**src/rtl/pair_pack_arbiter_pkg.sv**
```systemverilog
// Shared types and defaults for the two-requester byte-pair packer.
// Holds the FSM encoding, default sizing and the assertion message format.
package pair_pack_arbiter_pkg;
  typedef enum logic [1:0] {
    IDLE = 2'd0,
    HI   = 2'd1,
    LO   = 2'd2,
    OUT  = 2'd3
  } state_t;

  localparam int    DEF_W       = 8;
  localparam int    DEF_TIMEOUT = 15;
  localparam string ASSERT_MSG  = "ASSERTION FAILED: %s";
endpackage

```
**src/rtl/pair_pack_arbiter_rr_pick2.sv**
```systemverilog
// Two-input round-robin picker: prefers the requester that was not served last.
module rr_pick2 (
  input  logic [1:0] valid,
  input  logic       last,
  output logic       grant,
  output logic       any
);
  assign any   = |valid;
  assign grant = valid[~last] ? ~last : last;
endmodule

```
**src/rtl/pair_pack_arbiter.sv**
```systemverilog
// Shares one hi/lo byte-pair packer between two requesters, round-robin,
// with a watchdog that aborts a grant stuck waiting for its low byte.
module pair_pack_arbiter
  import pair_pack_arbiter_pkg::*;
#(
  parameter int W       = DEF_W,
  parameter int TIMEOUT = DEF_TIMEOUT
) (
  input  logic           clk,
  input  logic           reset,
  input  logic [1:0]     req_valid,
  input  logic [2*W-1:0] req_data,
  output logic [1:0]     req_ready,
  output logic           out_valid,
  output logic [2*W-1:0] out_data,
  output logic           out_src,
  input  logic           out_ready,
  output logic           err,
  input  logic           err_clr
);
  state_t         state;
  logic           g;
  logic           last;
  logic           pick;
  logic           any;
  logic [W-1:0]   hi;
  logic [7:0]     timer;
  logic [8:0]     timer_inc;
  logic           g_valid;
  logic [W-1:0]   g_byte;
  logic           abort;

  rr_pick2 u_pick (
    .valid (req_valid),
    .last  (last),
    .grant (pick),
    .any   (any)
  );

  assign g_valid   = req_valid[g];
  assign g_byte    = g ? req_data[2*W-1:W] : req_data[W-1:0];
  assign timer_inc = {1'b0, timer} + 9'd1;
  // Abort on the edge where this wait cycle would bring the timer to TIMEOUT.
  assign abort     = (state == LO) && !g_valid && (timer_inc >= 9'(TIMEOUT));

  always_ff @(posedge clk or negedge reset) begin
    if (!reset) begin
      state     <= IDLE;
      last      <= 1'b1;
      g         <= 1'b0;
      hi        <= '0;
      timer     <= '0;
      req_ready <= '0;
      out_valid <= 1'b0;
      out_data  <= '0;
      out_src   <= 1'b0;
      err       <= 1'b0;
    end else begin
      if (abort)        err <= 1'b1;
      else if (err_clr) err <= 1'b0;

      case (state)
        IDLE: if (any) begin
          g         <= pick;
          req_ready <= pick ? 2'b10 : 2'b01;
          state     <= HI;
        end
        HI: if (g_valid) begin
          hi    <= g_byte;
          timer <= '0;
          state <= LO;
        end
        LO: if (g_valid) begin
          out_data  <= {hi, g_byte};
          out_src   <= g;
          out_valid <= 1'b1;
          req_ready <= '0;
          state     <= OUT;
        end else begin
          timer <= timer_inc[8] ? timer : timer_inc[7:0];
          if (abort) begin
            last      <= g;
            hi        <= '0;
            req_ready <= '0;
            state     <= IDLE;
          end
        end
        OUT: if (out_ready) begin
          out_valid <= 1'b0;
          last      <= g;
          state     <= IDLE;
        end
        default: state <= IDLE;
      endcase
    end
  end

`ifndef SYNTHESIS
  logic prev_err;
  logic prev_abort;
  // err may only rise as the result of a watchdog abort on the previous edge.
  always @(posedge clk or negedge reset) begin
    if (!reset) begin
      prev_err   <= 1'b0;
      prev_abort <= 1'b0;
    end else begin
      if (err && !prev_err)
        assert (prev_abort)
          else $error("%s", $sformatf(ASSERT_MSG, "err rose without an LO timeout"));
      prev_err   <= err;
      prev_abort <= abort;
    end
  end
`endif
endmodule

```
**config.mk**
```make
export PLATFORM = sky130hd
export DESIGN_NAME = pair_pack_arbiter
export DESIGN_NICKNAME = d
export VERILOG_FILES = /design/src/rtl/pair_pack_arbiter_pkg.sv /design/src/rtl/pair_pack_arbiter_rr_pick2.sv /design/src/rtl/pair_pack_arbiter.sv
export SDC_FILE = /design/constraint.sdc
export NUM_CORES = 1
export LEC_CHECK = 0
export ABC_AREA = 1
export CORE_ASPECT_RATIO = 1.2
export CORE_MARGIN = 3
export CORE_UTILIZATION = 50
export CTS_CLUSTER_DIAMETER = 200
export CTS_CLUSTER_SIZE = 24
export DETAILED_ROUTE_END_ITERATION = 10
export PLACE_DENSITY = 0.79
export SYNTH_ARGS = -nofsm -noshare
export SYNTH_HDL_FRONTEND = slang
export SYNTH_SLANG_ARGS = --single-unit
```
**constraint.sdc**
```tcl
create_clock -name clk -period 4.29 [get_ports clk]
set_input_delay 0.6435 -clock clk [delete_from_list [all_inputs] [get_ports clk]]
set_output_delay 0.6435 -clock clk [all_outputs]
set_load 0.005 [all_outputs]
```
==> results.json <==
{
  "run_status": "completed",
  "critical_path.slowest_cell": "sky130_fd_sc_hd__clkdlybuf4s50_1",
  "synthMostInstantiatedCell": "sky130_fd_sc_hd__nand2_1",
  "synthTopCellsByCount": "sky130_fd_sc_hd__nand2_1 (97), sky130_fd_sc_hd__dfrtp_1 (40), sky130_fd_sc_hd__nor2_1 (23)",
  "grt.overflow.total": 0,
  "first_global_vias": 1669,
  "worstSetupEndpointType": "flop",
  "drt_via_density": 5.16,
  "initial_core_util_pct": 53.7,
  "cpLargestDelayFamily": "buffers and inverters",
  "cts_buffer_depth": 2,
  "wire_per_inst_um": 13.2,
  "final_report_hold_violation_count": 0,
  "synth.cell_area_mm2": 0.00203,
  "drcViolationCount": 0,
  "grt_max_degree": 42,
  "max-slew-margin-rel_pct": 41.0,
  "synth-warning-count": 0,
  "cpMostUsedCell": "sky130_fd_sc_hd__nand2_1",
  "grt_setup_unrepaired": "no",
  "internal_power_mw": 1.12,
  "area_of_the_core_mm2": 0.00378,
  "clkPwrFrac_pct": 21.1,
  "wire_length_of_the_first_global_routing_pass_um": 7610,
  "setup-tns-final_ns": 0,
  "total_wire_length_after_detailed_routing_um": 4590,
  "drive_above_1_share_pct": 6.76,
  "clock-sinks": 41,
  "total_nets_final": 319,
  "power.density_mw_per_mm2": 688,
  "timing.final.crit_share_pct": 56.4,
  "yosysTopAreaCellShare_pct": 49.2,
  "drtIter0Drc": 90,
  "vias": 1795,
  "place.gp.congestion": 0.859,
  "synth.distinct_cells": 28,
  "ys_async_sr_fraction_pct": 100,
  "htree_levels": 2,
  "cpPeakStageDelay_ns": 0.53,
  "num_io_pins": 43,
  "fillers": 330,
  "finalSetupViolCount": 0,
  "timing_worst_setup_path_type": "in -> reg",
  "cts_made_buffers": 5,
  "cts_resized": 0,
  "clkSlewWorstSetupHoldPaths_ns": 0.09,
  "std_cell_rows": 24,
  "grt_antenna_before_repair": 0,
  "endpoint_required_time_on_the_critical_path_ns": 4.47,
  "count_of_flip_flops_with_a_built_in_enable_after_synthesis": 0,
  "power_frac_seq_pct": 38.7,
  "sw_frac_of_total_pct": 37.5,
  "yosysTopAreaCell": "sky130_fd_sc_hd__dfrtp_1",
  "postCtsSetupBuffers": 0,
  "post_synth_inst_count": 254,
  "arrival_ns": 2.60,
  "dp.final_hpwl_um": 3330,
  "die_area_mm2": 0.00487,
  "grt_util_all_layers_pct": 20.6,
  "finalMaxSlewViolations": 0,
  "antenna_cells": 0,
  "syn_to_final_growth_pct": 27.9,
  "netSwitchingPower_mw": 0.671,
  "cp_max_fo": 21,
  "post_layout_instance_area_mm2": 0.00260,
  "critical_path_buf_inv_count": 3,
  "syn-num-nets": 278,
  "yosys_most_used_dff": "sky130_fd_sc_hd__dfrtp_1",
  "logic_gate_share_of_total_power_pct": 40.2,
  "cts_hold_buffers": 0,
  "synth-seq-area-share_pct": 50.5,
  "hold_class": "in -> async",
  "ys_ff_latch": 41,
  "dpl-instance-area_mm2": 0.00246,
  "antenna_left": 0,
  "worst_slew_pin_slew_ns": 0.885,
  "die_y_um": 75.9,
  "dr.pass1.iters": 4,
  "tritoncts": "done",
  "min_period_ns": 2.42,
  "crit_path_cell_trace": "clkdlybuf4s50_1, inv_1, o21ai_4, nand2_1, inv_2, nor2_1, nand3_1, nand2_1",
  "finalClockSkew_ns": 0.0121,
  "clock_latency_of_the_later_clocked_register_in_the_worst_skew_pair_ns": 0.30,
  "start_kind": "input port",
  "max_cap_viol_count": 0,
  "fmaxAchievable_ghz": 0.413,
  "biggest_area_contributors_in_the_synthesized_netlist": "sky130_fd_sc_hd__dfrtp_1 (49%), sky130_fd_sc_hd__nand2_1 (18%), sky130_fd_sc_hd__nand3_1 (4.4%)",
  "syn_area_per_cell_um2": 8.00,
  "cellLeakagePower_nw": 1.30,
  "cts-root-buf": "sky130_fd_sc_hd__clkbuf_8",
  "overall_die_width_um": 64.2,
  "vdd_drop_max_mv": 0.398,
  "portBuffers": 42
}
-- worst paths after layout --
| check | depth (start not counted) | slack (ns) | end | startpoint |
|---|---|---|---|---|
| max | 8 | 1.87 | req_ready[1]$_DFFE_PN0P_ | req_valid[0] |
| min | 1 | 0.45 | timer[6]$_DFFE_PN0P_ | reset |
| max reg2reg | 8 | 2.05 | req_ready[0]$_DFFE_PN0P_ | g$_DFFE_PN0P_ |
| min reg2reg | 2 | 0.48 | out_data[9]$_DFFE_PN0P_ | hi[1]$_DFFE_PN0P_ |
| max in group asynchronous | 1 | 3.28 | hi[2]$_DFFE_PN0P_ | reset |
| min in group clk | 2 | 0.48 | out_data[9]$_DFFE_PN0P_ | hi[1]$_DFFE_PN0P_ |
-- cells in the final DEF (no fill, tap or decap), drive strengths merged --
master and count:
mux2i 4, nor2 26, inv 20, o21ai 13, bufinv 2, a31oi 4, nand2 98, a211oi 1
o21bai 2, nor3 4, nand4 7, ha 2, o211ai 1, dfstp 1, buf 1, clkdlybuf4s50 41
dfrtp 40, o22ai 3, clkbuf 5, nand3 21
-- power groups by stage --
stage               Sequential, mW  Clock [mW]  Combinational, mW
CTS                          0.693       0.384              0.724
floorplan                    0.650           0              0.468
detailed placement           0.696           0              0.718
finish                       0.693       0.377              0.720
global route                 0.718       0.401              0.818
global placement             0.693           0              0.697
-- metal layers --
layer	GRT usage (%)	share of wire (%)
met5	0	0
met2	33.6	49
met4	9.39	2.0
met3	4.42	3.5
met1	26.8	45
-- state kept, by name (all words and copies together), names as in the netlist --
signal,flops
state,2
g,1
hi,8
last,1
req_ready,2
out_src,1
err,1
out_data,16
timer,8
out_valid,1
-- area by class of cell --
type / count / area [um2] / area share [%]
Clock buffer: 5 / 68.8 / 2.65
Inverter: 19 / 71.3 / 2.74
Sequential cell: 41 / 1030 / 39.5
Clock inverter: 3 / 68.8 / 2.65
Tap cell: 52 / 65.1 / 2.50
Timing Repair Buffer: 42 / 415 / 16.0
Multi-Input combinational cell: 186 / 885 / 34.0
-- per-stage QoR --
stage / std cells / util [%] / setup slack, ns / power, mW / hold slack, ns
finish: 348 / 68.8 / 1.87 / 1.79 / 0.449
global route: 348 / 68.8 / 1.63 / 1.94 / 0.501
CTS: 348 / 68.8 / 1.88 / 1.80 / 0.476
detailed placement: 340 / 65.1 / 1.55 / 1.41 / 0.458
global placement: 340 / 65.1 / 1.61 / 1.39 / 0.456
floorplan: 254 / - / 2.71 / 1.12 / 0.348
-- logic make-up after synthesis --
logic type / synth area share [%]
AO/OA/AOI/OAI: 7.38
adder cells (fa/ha/maj): 1.23
buffers and inverters: 5.97
flip-flops: 50.5
multiplexers: 1.97
AND/OR/NAND/NOR: 32.9
No activity file was read; power rests on OpenSTA's default activity.
